### src/rtl/mips_pipe_pkg.sv
// Shared MIPS pipeline definitions: control-bundle bit positions and forwarding select codes.
// Latency: n/a (constants only).
// Backpressure: n/a.
package mips_pipe_pkg;

    // Bit positions inside the packed control bundle
    localparam int CTRL_REGWRITE = 0;
    localparam int CTRL_MEMREAD  = 1;
    localparam int CTRL_MEMWRITE = 2;
    localparam int CTRL_MEMTOREG = 3;
    localparam int CTRL_ALUSRC   = 4;
    localparam int CTRL_REGDST   = 5;
    localparam int CTRL_ALUOP_LO = 6;
    localparam int CTRL_ALUOP_HI = 7;

    // EX operand mux selects; 2'b11 is never produced
    localparam logic [1:0] FWD_REG = 2'b00;
    localparam logic [1:0] FWD_WB  = 2'b01;
    localparam logic [1:0] FWD_MEM = 2'b10;

endpackage

### src/rtl/fwd_unit.sv
// Forwarding select for one EX operand: EX/MEM beats MEM/WB, register $0 never forwards.
// Latency: purely combinational.
// Backpressure: none.
module fwd_unit
    import mips_pipe_pkg::*;
#(
    parameter int REG_W = 5
) (
    input  logic [REG_W-1:0] ex_src_i,
    input  logic [REG_W-1:0] exmem_rd_i,
    input  logic             exmem_regwrite_i,
    input  logic [REG_W-1:0] memwb_rd_i,
    input  logic             memwb_regwrite_i,
    output logic [1:0]       fwd_sel_o
);

    logic w_exmem_hit;
    logic w_memwb_hit;

    assign w_exmem_hit = exmem_regwrite_i && (exmem_rd_i != '0) && (exmem_rd_i == ex_src_i);
    assign w_memwb_hit = memwb_regwrite_i && (memwb_rd_i != '0) && (memwb_rd_i == ex_src_i);

    // Priority select: the younger result (EX/MEM) is the architecturally correct one
    always_comb begin
        fwd_sel_o = FWD_REG;
        if (w_exmem_hit) begin
            fwd_sel_o = FWD_MEM;
        end else if (w_memwb_hit) begin
            fwd_sel_o = FWD_WB;
        end
    end

endmodule

### src/rtl/id_ex_stage.sv
// ID/EX pipeline register with load-use hazard detection and EX operand forwarding selects.
// Latency: 1 cycle ID->EX; selects and stall_o are combinational from the registered stage.
// Backpressure: hold_i freezes the stage; flush_i/stall_o load a bubble. Optional ID_EX_STALL_CNT_EN adds bubble_cnt_o.
module id_ex_stage
    import mips_pipe_pkg::*;
#(
    parameter int DATA_W = 32,
    parameter int REG_W  = 5,
    parameter int CTRL_W = 8
) (
    input  logic              clk,
    input  logic              rst_n,
    input  logic              flush_i,
    input  logic              hold_i,
    input  logic [CTRL_W-1:0] id_ctrl_i,
    input  logic [REG_W-1:0]  id_rs_i,
    input  logic [REG_W-1:0]  id_rt_i,
    input  logic [REG_W-1:0]  id_rd_i,
    input  logic [DATA_W-1:0] id_rdata1_i,
    input  logic [DATA_W-1:0] id_rdata2_i,
    input  logic [DATA_W-1:0] id_imm_i,
    input  logic [DATA_W-1:0] id_pc4_i,
    input  logic [REG_W-1:0]  exmem_rd_i,
    input  logic              exmem_regwrite_i,
    input  logic [REG_W-1:0]  memwb_rd_i,
    input  logic              memwb_regwrite_i,
    output logic [CTRL_W-1:0] ex_ctrl_o,
    output logic [REG_W-1:0]  ex_rs_o,
    output logic [REG_W-1:0]  ex_rt_o,
    output logic [REG_W-1:0]  ex_rd_o,
    output logic [DATA_W-1:0] ex_rdata1_o,
    output logic [DATA_W-1:0] ex_rdata2_o,
    output logic [DATA_W-1:0] ex_imm_o,
    output logic [DATA_W-1:0] ex_pc4_o,
    output logic [1:0]        fwd_a_sel_o,
    output logic [1:0]        fwd_b_sel_o,
    output logic              stall_o
`ifdef ID_EX_STALL_CNT_EN
    ,
    output logic [31:0]       bubble_cnt_o
`endif
);

    logic [CTRL_W-1:0] r_ctrl;
    logic [REG_W-1:0]  r_rs;
    logic [REG_W-1:0]  r_rt;
    logic [REG_W-1:0]  r_rd;
    logic [DATA_W-1:0] r_rdata1;
    logic [DATA_W-1:0] r_rdata2;
    logic [DATA_W-1:0] r_imm;
    logic [DATA_W-1:0] r_pc4;
    logic              w_load_use;
    logic              w_stall;

    // A load in EX whose target is read by the instruction in ID must wait one cycle
    assign w_load_use = r_ctrl[CTRL_MEMREAD] && (r_rt != '0) &&
                        ((r_rt == id_rs_i) || (r_rt == id_rt_i));
    // Flush already squashes and hold already freezes, so neither needs a stall
    assign w_stall    = w_load_use && !flush_i && !hold_i;

    // Stage register: flush > hold > stall bubble > normal capture
    always_ff @(posedge clk or negedge rst_n) begin
        if (!rst_n) begin
            r_ctrl   <= '0;
            r_rs     <= '0;
            r_rt     <= '0;
            r_rd     <= '0;
            r_rdata1 <= '0;
            r_rdata2 <= '0;
            r_imm    <= '0;
            r_pc4    <= '0;
        end else if (flush_i || (!hold_i && w_stall)) begin
            r_ctrl   <= '0;
            r_rs     <= '0;
            r_rt     <= '0;
            r_rd     <= '0;
            r_rdata1 <= '0;
            r_rdata2 <= '0;
            r_imm    <= '0;
            r_pc4    <= '0;
        end else if (!hold_i) begin
            r_ctrl   <= id_ctrl_i;
            r_rs     <= id_rs_i;
            r_rt     <= id_rt_i;
            r_rd     <= id_rd_i;
            r_rdata1 <= id_rdata1_i;
            r_rdata2 <= id_rdata2_i;
            r_imm    <= id_imm_i;
            r_pc4    <= id_pc4_i;
        end
    end

    assign ex_ctrl_o   = r_ctrl;
    assign ex_rs_o     = r_rs;
    assign ex_rt_o     = r_rt;
    assign ex_rd_o     = r_rd;
    assign ex_rdata1_o = r_rdata1;
    assign ex_rdata2_o = r_rdata2;
    assign ex_imm_o    = r_imm;
    assign ex_pc4_o    = r_pc4;
    assign stall_o     = w_stall;

    fwd_unit #(.REG_W(REG_W)) u_fwd_a (
        .ex_src_i         (r_rs),
        .exmem_rd_i       (exmem_rd_i),
        .exmem_regwrite_i (exmem_regwrite_i),
        .memwb_rd_i       (memwb_rd_i),
        .memwb_regwrite_i (memwb_regwrite_i),
        .fwd_sel_o        (fwd_a_sel_o)
    );

    fwd_unit #(.REG_W(REG_W)) u_fwd_b (
        .ex_src_i         (r_rt),
        .exmem_rd_i       (exmem_rd_i),
        .exmem_regwrite_i (exmem_regwrite_i),
        .memwb_rd_i       (memwb_rd_i),
        .memwb_regwrite_i (memwb_regwrite_i),
        .fwd_sel_o        (fwd_b_sel_o)
    );

`ifdef ID_EX_STALL_CNT_EN
    logic [31:0] r_bubble_cnt;

    // Count bubbles inserted by flush or load-use stall; wraps naturally
    always_ff @(posedge clk or negedge rst_n) begin
        if (!rst_n) begin
            r_bubble_cnt <= '0;
        end else if (flush_i || w_stall) begin
            r_bubble_cnt <= r_bubble_cnt + 32'd1;
        end
    end

    assign bubble_cnt_o = r_bubble_cnt;
`endif

endmodule
### config.mk
export PLATFORM = sky130hd
export DESIGN_NAME = id_ex_stage
export DESIGN_NICKNAME = d
export VERILOG_FILES = /design/src/rtl/mips_pipe_pkg.sv /design/src/rtl/fwd_unit.sv /design/src/rtl/id_ex_stage.sv
export SDC_FILE = /design/constraint.sdc
export NUM_CORES = 1
export LEC_CHECK = 0
export ABC_AREA = 0
export BUFFER_PORTS_ARGS = -buffer_cell sky130_fd_sc_hd__buf_2
export CORE_MARGIN = 2
export CORE_UTILIZATION = 50
export CTS_CLUSTER_DIAMETER = 150
export DETAILED_ROUTE_END_ITERATION = 8
export PLACE_DENSITY = 0.84
export SLEW_MARGIN = 20
export SYNTH_ARGS = -nofsm -noshare
export SYNTH_HDL_FRONTEND = slang
export SYNTH_SLANG_ARGS = --single-unit
### constraint.sdc
create_clock -name clk -period 4.7 [get_ports clk]
set_input_delay 0.94 -clock clk [delete_from_list [all_inputs] [get_ports clk]]
set_output_delay 0.94 -clock clk [all_outputs]
set_load 0.005 [all_outputs]
### Yosys cells after proc, flatten, opt, wreduce, memory -nomap -nowiden

Cells that the tools add are included.

| word-level totals | value |
|---|---|
| bits in registers | 151 |
| input bits | 167 |
| output and inout port bits | 156 |
| logic and storage cells | 53 |

| operators by class | value |
|---|---|
| equality and inequality tests | 7 |
| mux-type cells | 20 |
| reductions and logical operators | 18 |

Operator list:

| cell | count |
|---|---|
| two-way mux 32 bit | 8 |
| == test 5 bit | 6 |
| two-way mux 5 bit | 6 |
| two-way mux 8 bit | 2 |
| nonzero test 5 bit | 3 |
| logical AND 1 bit | 11 |
| two-way mux 2 bit | 2 |
| logical NOT 1 bit | 2 |
| logical OR 1 bit | 2 |
| two-way mux 1 bit | 2 |
| != test 2 x 1 -> 1 bit (second input constant) | 1 |

### Depth between registers and ports, before layout

Gate-level depths: netlist of run 1.

| depth | value |
|---|---|
| depth after elaboration | 8 |
| gate-level depth with buffers | 7 |
| depth with buffers taken out | 4 |

### By module

From an unflattened synthesis of run 1, not the netlist that was laid out.

| unflattened totals | value |
|---|---|
| cells, all modules | 925 |
| area total of the unflattened synthesis | 8,460.6 um^2 |

By module, submodules not included:

| module | instances | cells an instance | area an instance (um^2) | seq. area each (um^2) |
|---|---|---|---|---|
| id_ex_stage | 1 | 883 | 8,142.8 | 3,778.6 |
| fwd_unit | 2 | 21 | 158.9 | 0.0 |

### Worst setup path before layout of run 1

Ideal clock, no wire load.

| timing path | value |
|---|---|
| kind | input port to output port |
| start point | input exmem_rd_i[0] |
| end point | output fwd_a_sel_o[0] |
| arrival time | 2.050 ns |
| data required time | 3.760 ns |
| path slack | 1.710 ns |
| stages on the path | 4 |
| path buffers | 0 |
| cell sequence | or4_1 > o21ai_0 > nor4_1 > nor4_1 |

| between the ends | value |
|---|---|
| word-level cells in the longest chain between the ends | 4 |
| elaborated cells between the ends (all ways) | 5 |
| those cells by class | eq/ne (1); mux (1); reduce/logical (3) |

Ends and longest elaborated chain:

| element | RTL line | text |
|---|---|---|
| from (decl) | id_ex_stage.sv:23 | `input logic [REG_W-1:0] exmem_rd_i,` |
| nonzero test 5 bit | fwd_unit.sv:20 | `assign w_exmem_hit = exmem_regwrite_i && (exmem_rd_i != '0) && (exmem_rd_i == ex_src_i);` |
| logical AND 1 bit | fwd_unit.sv:20 |  |
| logical AND 1 bit (*) | fwd_unit.sv:20 |  |
| via u_fwd_a.w_exmem_hit | fwd_unit.sv:17 | `logic w_exmem_hit;` |
| two-way mux 2 bit (*) | fwd_unit.sv:26 | `if (w_exmem_hit) begin` |
| to (decl) | id_ex_stage.sv:35 | `output logic [1:0] fwd_a_sel_o,` |

Mark *: on every way through the listed nets, which the timed path passes. The rest lies on a longest branch.

### Worst setup path in the final report of run 1

| timing path | value |
|---|---|
| start point | input exmem_rd_i[0] |
| end point | output fwd_b_sel_o[0] |

| between the ends | value |
|---|---|
| word-level cells in the longest chain between the ends | 4 |
| elaborated cells between the ends (all ways) | 5 |
| those cells by class | eq/ne (1); mux (1); reduce/logical (3) |

Ends and longest elaborated chain:

| element | RTL line | text |
|---|---|---|
| nonzero test 5 bit | fwd_unit.sv:20 |  |
| logical AND 1 bit | fwd_unit.sv:20 |  |
| logical AND 1 bit (*) | fwd_unit.sv:20 |  |
| two-way mux 2 bit (*) | fwd_unit.sv:26 |  |
| to (decl) | id_ex_stage.sv:36 | `output logic [1:0] fwd_b_sel_o,` |

Mark *: on every way between the ends. The rest lies on a longest branch, timed or not.

==> results of run 1 <==
cell type report:
cell class	count	area share
flip-flops and latches	151	0.398
multi-input cells	517	0.336
repair buffers	332	0.182
clock buffers	19	0.0456
well taps	184	0.0243
clock inverters	11	0.0134
logic make-up after synthesis:
group,synth area share
compound gates,0.281
simple gates,0.115
flops,0.515
buf+inv,0.0534
xor+xnor,0.0358
final timing paths:
kind                                   end  cells after the start
setup reg to reg              ex_pc4_o[15]                      5
hold / removal             ex_rdata2_o[31]                      2
min in group asynchronous       ex_rd_o[3]                      1
hold reg to reg            ex_rdata2_o[31]                      2
setup / recovery            fwd_b_sel_o[0]                      6
max in group asynchronous     ex_ctrl_o[6]                      2
stage by stage:
| step | instance area [sq um] | hold slack, ns | worst slack [ns] | std cells |
|---|---|---|---|---|
| after global placement | 8930 | 0.471 | 1.43 | 1184 |
| after floorplan | 7340 | 0.484 | 1.71 | 758 |
| after global routing | 9490 | 0.508 | 1.31 | 1214 |
| after detailed placement | 8930 | 0.475 | 1.37 | 1184 |
| final | 9490 | 0.486 | 1.38 | 1214 |
| after CTS | 9490 | 0.490 | 1.36 | 1214 |
registers in the layout, indices dropped and copies added, names as in the netlist:
register and flops:
ex_rdata1_o 32, ex_ctrl_o 8, ex_imm_o 32, ex_rt_o 5, ex_pc4_o 32, ex_rd_o 5, ex_rdata2_o 32, ex_rs_o 5
metal layers:
metal / share of wire / vias up / wire length (microns)
met5: 0 / - / 0
met4: 0.030 / 0 / 639
met3: 0.089 / 44 / 1890
met2: 0.49 / 358 / 10300
met1: 0.39 / 3446 / 8380
li1: - / 3368 / -
cell usage after synthesis, drive strengths merged:
cell,n
nand3,5
o221ai,11
xor2,14
nor2b,2
o21ai,143
or3b,10
or4,5
nor3b,1
nand2,154
o22ai,1
a32oi,140
nor4,4
nand2b,10
buf,21
nor2,1
dfrtp,151
xnor2,16
clkbuf,69
report_power, final:
| group | internal, uW | total [uW] | switching, uW |
|---|---|---|---|
| Sequential | 1430 | 1530 | 93.3 |
| Clock | 778 | 1310 | 534 |
| Combinational | 264 | 597 | 334 |
| Total | 2480 | 3440 | 961 |
worst max-delay path: cells and delay by family:
kind                   cells  cell delay [ns]
AOI/OAI and AO/OA          1             0.24
buffers and inverters      2             0.28
and+or+nand+nor            3             0.91
==> results.py, run 1 <==
metrics = {
    "synthesis": {
        "syn_area_sq_mm": 0.00734,
        "synth_fp_nets": 925,
        "yosys.area.top_type": "dfrtp_1",
        "ys_ff_latch": 151,
        "synth_top_area_frac": 0.515,
        "synth.distinct_cells": 22,
        "avgSynthCellArea_sq_um": 9.68,
        "synth.yosys.warnings": 0,
        "synth.area.top_cells": "dfrtp_1 (51%), a32oi_1 (17%), nand2_1 (7.9%)",
        "ys_seq_area_frac": 0.515,
        "syn_inst": 758,
    },
    "die": {
        "die_width_microns": 125,
        "fp-row-count": 44,
        "core_sq_mm": 0.0144,
        "fp.dieArea_sq_mm": 0.0157,
        "pin_count": 323,
        "fp.dieH_microns": 125,
        "start_util": 0.509,
    },
    "min_path": {
        "min_from": "ex_rdata2_o[31]",
        "worstHoldPathType": "register to register",
    },
    "timing": {
        "hold_viol_final": 0,
        "max_slew_margin": 0.449,
        "fin_crit_ns": 3.32,
        "fin_skew_ns": 0.0138,
        "drv_slew": 0,
        "finalSetupViolCount": 0,
        "rsz0062_at_grt": "false",
        "fin_crit_sh": 0.706,
        "fin_setup_tns_ns": 0,
        "fmaxAchievable_ghz": 0.301,
        "worst_slew_pin_slew_ns": 0.827,
    },
    "global_route": {
        "met2_usage": 0.425,
        "grt_pass1_wl_mm": 35.0,
        "grtUsageTotal": 0.272,
        "grt_max_degree": 152,
        "grt_pass1_vias": 6842,
        "grt_util_met1": 0.364,
        "grt_use_met3": 0.0745,
        "overflow": 0,
        "antenna_found_initial": 0,
        "grt.busiest_layer": "met2",
    },
    "setup_path": {
        "cpMaxStageDelayCell": "or4_1",
        "r2r_setup_slack_ns": 2.34,
        "timing.rr.start": "ex_rt_o[1]",
        "required_ns": 3.76,
        "cp_data_arrival_time_ns": 2.38,
        "end_kind": "primary output",
        "path_max_fanout": 3,
        "cp-startpoint": "exmem_rd_i[0]",
        "critPathKind": "primary input to primary output",
        "cpPeakStageDelay_ns": 0.51,
        "critPathLaunchType": "primary input",
        "crit_chain": "buf_2 > or4_1 > o21ai_0 > nor4_1 > nor4_1 > buf_2",
    },
    "drt": {
        "wirelength_mm": 21.2,
        "drc": 0,
        "drt-initial-drc-count": 593,
        "vias_per_cell": 5.94,
        "ant_nets": 0,
        "first_pass_iters": 5,
        "detail_route.wl_per_cell_microns": 17.5,
        "num_vias": 7216,
    },
    "layout": {
        "fin_util": 0.658,
        "diodes": 0,
        "n_fill_cell": 1154,
        "layout_commonest_cell": "buf_2",
        "final_cell_mix": "buf_2 (321), nand2_1 (154), dfrtp_1 (151), a32oi_1 (140), o21ai_0 (105)",
        "multi_input_area_sq_mm": 0.00319,
        "seqCellArea_sq_mm": 0.00378,
        "area_growth_pct": 29.3,
        "num-nets-final": 1186,
        "layout-drive-gt1-share": 0.364,
    },
    "job": {
        "maxCapViolations": 0,
    },
    "placed_design": {
        "finalWeightedCongestion": 0.847,
        "io_buffers": 322,
        "hpwl_mm": 13.7,
    },
    "clock_tree": {
        "path_clk_slew_ns": 0.06,
        "postCtsSetupBuffers": 0,
        "clock_sinks": 151,
        "cts-root-buf": "clkbuf_16",
        "holdBufCountCts": 0,
        "clk_latency_ns": 0.42,
        "cts_max_level": 4,
        "cts_inserted_buffers": 17,
        "clockBufferDepth": 2,
        "post_cts_resized": 0,
        "tritoncts": "built",
    },
    "power_and_ir_drop": {
        "leakage_uw": 0.00439,
        "max-vdd-ir-drop_mv": 0.205,
        "p_per_area_mw_per_mm2": 362,
        "power_uw": 3440,
    },
    "status": {
        "outcome": "finished, final reports clean",
    },
}
Note: power is estimated with default switching activity, not from simulation.
==> run 2, diff against run 1 <==
CORE_UTILIZATION = 43   (was 50)
PLACE_DENSITY = 0.77   (was 0.84)
clock period = 2.95 ns   (was 4.7 ns; I/O delays follow)
==> run 2 against run 1 <==
Net effect: clock power up 76%; wire length rose by 2.5%; utilization shrank 7.3 points; setup slack worse by 1.1 ns; via count shrank 0.14%; largest power group unchanged.
==> results.py, run 2 (synthesis results as in run 1) <==
metrics = {
    "setup_path": {
        "r2r_setup_slack_ns": 0.51,
        "r2r_end": "ex_pc4_o[11]",
        "cp_data_arrival_time_ns": 2.09,
        "required_ns": 2.36,
        "end_kind": "primary output",
        "critPathKind": "primary input to primary output",
        "ff2ff_path_depth": 5,
        "critPathLaunchType": "primary input",
        "timing.rr.start": "ex_rt_o[1]",
        "crit_end": "fwd_a_sel_o[0]",
        "cp-startpoint": "exmem_rd_i[0]",
        "path_max_fanout": 3,
    },
    "global_route": {
        "grt_pass1_vias": 6741,
        "grt_pass1_wl_mm": 34.1,
        "grt_max_degree": 152,
        "grtUsageTotal": 0.233,
        "antenna_found_initial": 0,
        "overflow": 0,
        "grt.busiest_layer": "met2",
        "grt_util_met1": 0.312,
        "met2_usage": 0.360,
        "grt_use_met3": 0.0589,
    },
    "timing": {
        "drv_slew": 0,
        "fmaxAchievable_ghz": 0.374,
        "fin_skew_ns": 0.0138,
        "hold_viol_final": 0,
        "worst_slew_pin_slew_ns": 0.835,
        "fin_crit_ns": 2.68,
        "rsz0062_at_grt": "false",
        "fin_setup_tns_ns": 0,
        "fin_crit_sh": 0.907,
        "max_slew_margin": 0.443,
        "finalSetupViolCount": 0,
    },
    "clock_tree": {
        "clockBufferDepth": 2,
        "post_cts_resized": 0,
        "cts_max_level": 4,
        "path_clk_slew_ns": 0.07,
        "cts-root-buf": "clkbuf_16",
        "clock_sinks": 151,
        "tritoncts": "built",
        "clk_latency_ns": 0.42,
        "postCtsSetupBuffers": 0,
        "holdBufCountCts": 0,
        "cts_inserted_buffers": 17,
    },
    "placed_design": {
        "hpwl_mm": 14.3,
        "finalWeightedCongestion": 0.818,
        "io_buffers": 322,
    },
    "drt": {
        "num_vias": 7206,
        "drt-initial-drc-count": 486,
        "drc": 0,
        "vias_per_cell": 5.72,
        "detail_route.wl_per_cell_microns": 17.3,
        "wirelength_mm": 21.7,
        "first_pass_iters": 5,
        "ant_nets": 0,
    },
    "die": {
        "die_width_microns": 135,
        "core_sq_mm": 0.0166,
        "fp.dieH_microns": 135,
        "fp-row-count": 47,
        "pin_count": 323,
        "fp.dieArea_sq_mm": 0.0181,
        "start_util": 0.441,
    },
    "layout": {
        "num-nets-final": 1194,
        "diodes": 0,
        "fin_util": 0.585,
        "area_growth_pct": 32.7,
        "layout-drive-gt1-share": 0.370,
        "final_cell_mix": "buf_2 (321), nand2_1 (154), dfrtp_1 (151), a32oi_1 (140), o21ai_0 (105)",
        "n_fill_cell": 1424,
        "layout_commonest_cell": "buf_2",
    },
    "min_path": {
        "worstHoldPathType": "primary input to async pin",
    },
    "power_and_ir_drop": {
        "p_per_area_mw_per_mm2": 588,
        "leakage_uw": 0.00448,
        "max-vdd-ir-drop_mv": 0.341,
    },
    "job": {
        "maxCapViolations": 0,
    },
    "status": {
        "outcome": "finished, final reports clean",
    },
}
[run 2: cell types whose count changed in the layout (fill, tap and decap cells not counted), sizes merged]
cell    before  now
buf        332  340
clkinv       4    2
inv          2    4
bufinv       2    4
[run 2: layout make-up]
class                           count  area (sq um)  area share
Clock buffer                       19           433      0.0445
Multi-Input combinational cell    517          3190       0.328
Sequential cell                   151          3780       0.388
Tap cell                          220           275      0.0283
Clock inverter                     13           191      0.0197
Timing Repair Buffer              340          1870       0.192
[run 2: through the flow]
step / hold slack (ns) / power, uW / std cells / instance area, sq um / worst slack [ns]
floorplan: 0.294 / 2900 / 758 / 7340 / 0.660
detailed placement: 0.477 / 3450 / 1228 / 9110 / 0.313
CTS: 0.155 / 5770 / 1260 / 9730 / 0.313
global placement: 0.470 / 3430 / 1228 / 9110 / 0.419
finish: 0.143 / 5720 / 1260 / 9730 / 0.273
global route: 0.175 / 5990 / 1260 / 9730 / 0.175
[run 2: worst min-delay path by stage]
| stage | start | end | slack, ns | depth (start not counted) |
|---|---|---|---|---|
| finish | rst_n | ex_rdata2_o[13] | 0.14 | 1 |
| global route | rst_n | ex_rdata2_o[13] | 0.18 | 1 |
| CTS | rst_n | ex_rdata2_o[13] | 0.15 | 1 |
| detailed placement | ex_rdata2_o[16] | ex_rdata2_o[16] | 0.48 | 2 |
| global placement | ex_imm_o[29] | ex_imm_o[29] | 0.47 | 2 |
| floorplan | rst_n | ex_ctrl_o[0] | 0.29 | 0 |
[run 2: power by group]
part	switching (uW)	internal (uW)	total [uW]
sequential	145	2290	2430
clock	882	1430	2310
combinational	541	439	980
total	1570	4150	5720
[run 2: critical path, cell delays in order]
cell and delay, ns:
buf_2 0.12, or4_1 0.50, o21ai_0 0.25, nor4_1 0.12, nor4_1 0.33, buf_2 0.17
[run 2: per-layer routing]
metal,part of all wire,wire [microns]
met1,0.41,8970
met2,0.48,10400
met3,0.083,1810
met4,0.027,584
met5,0,0
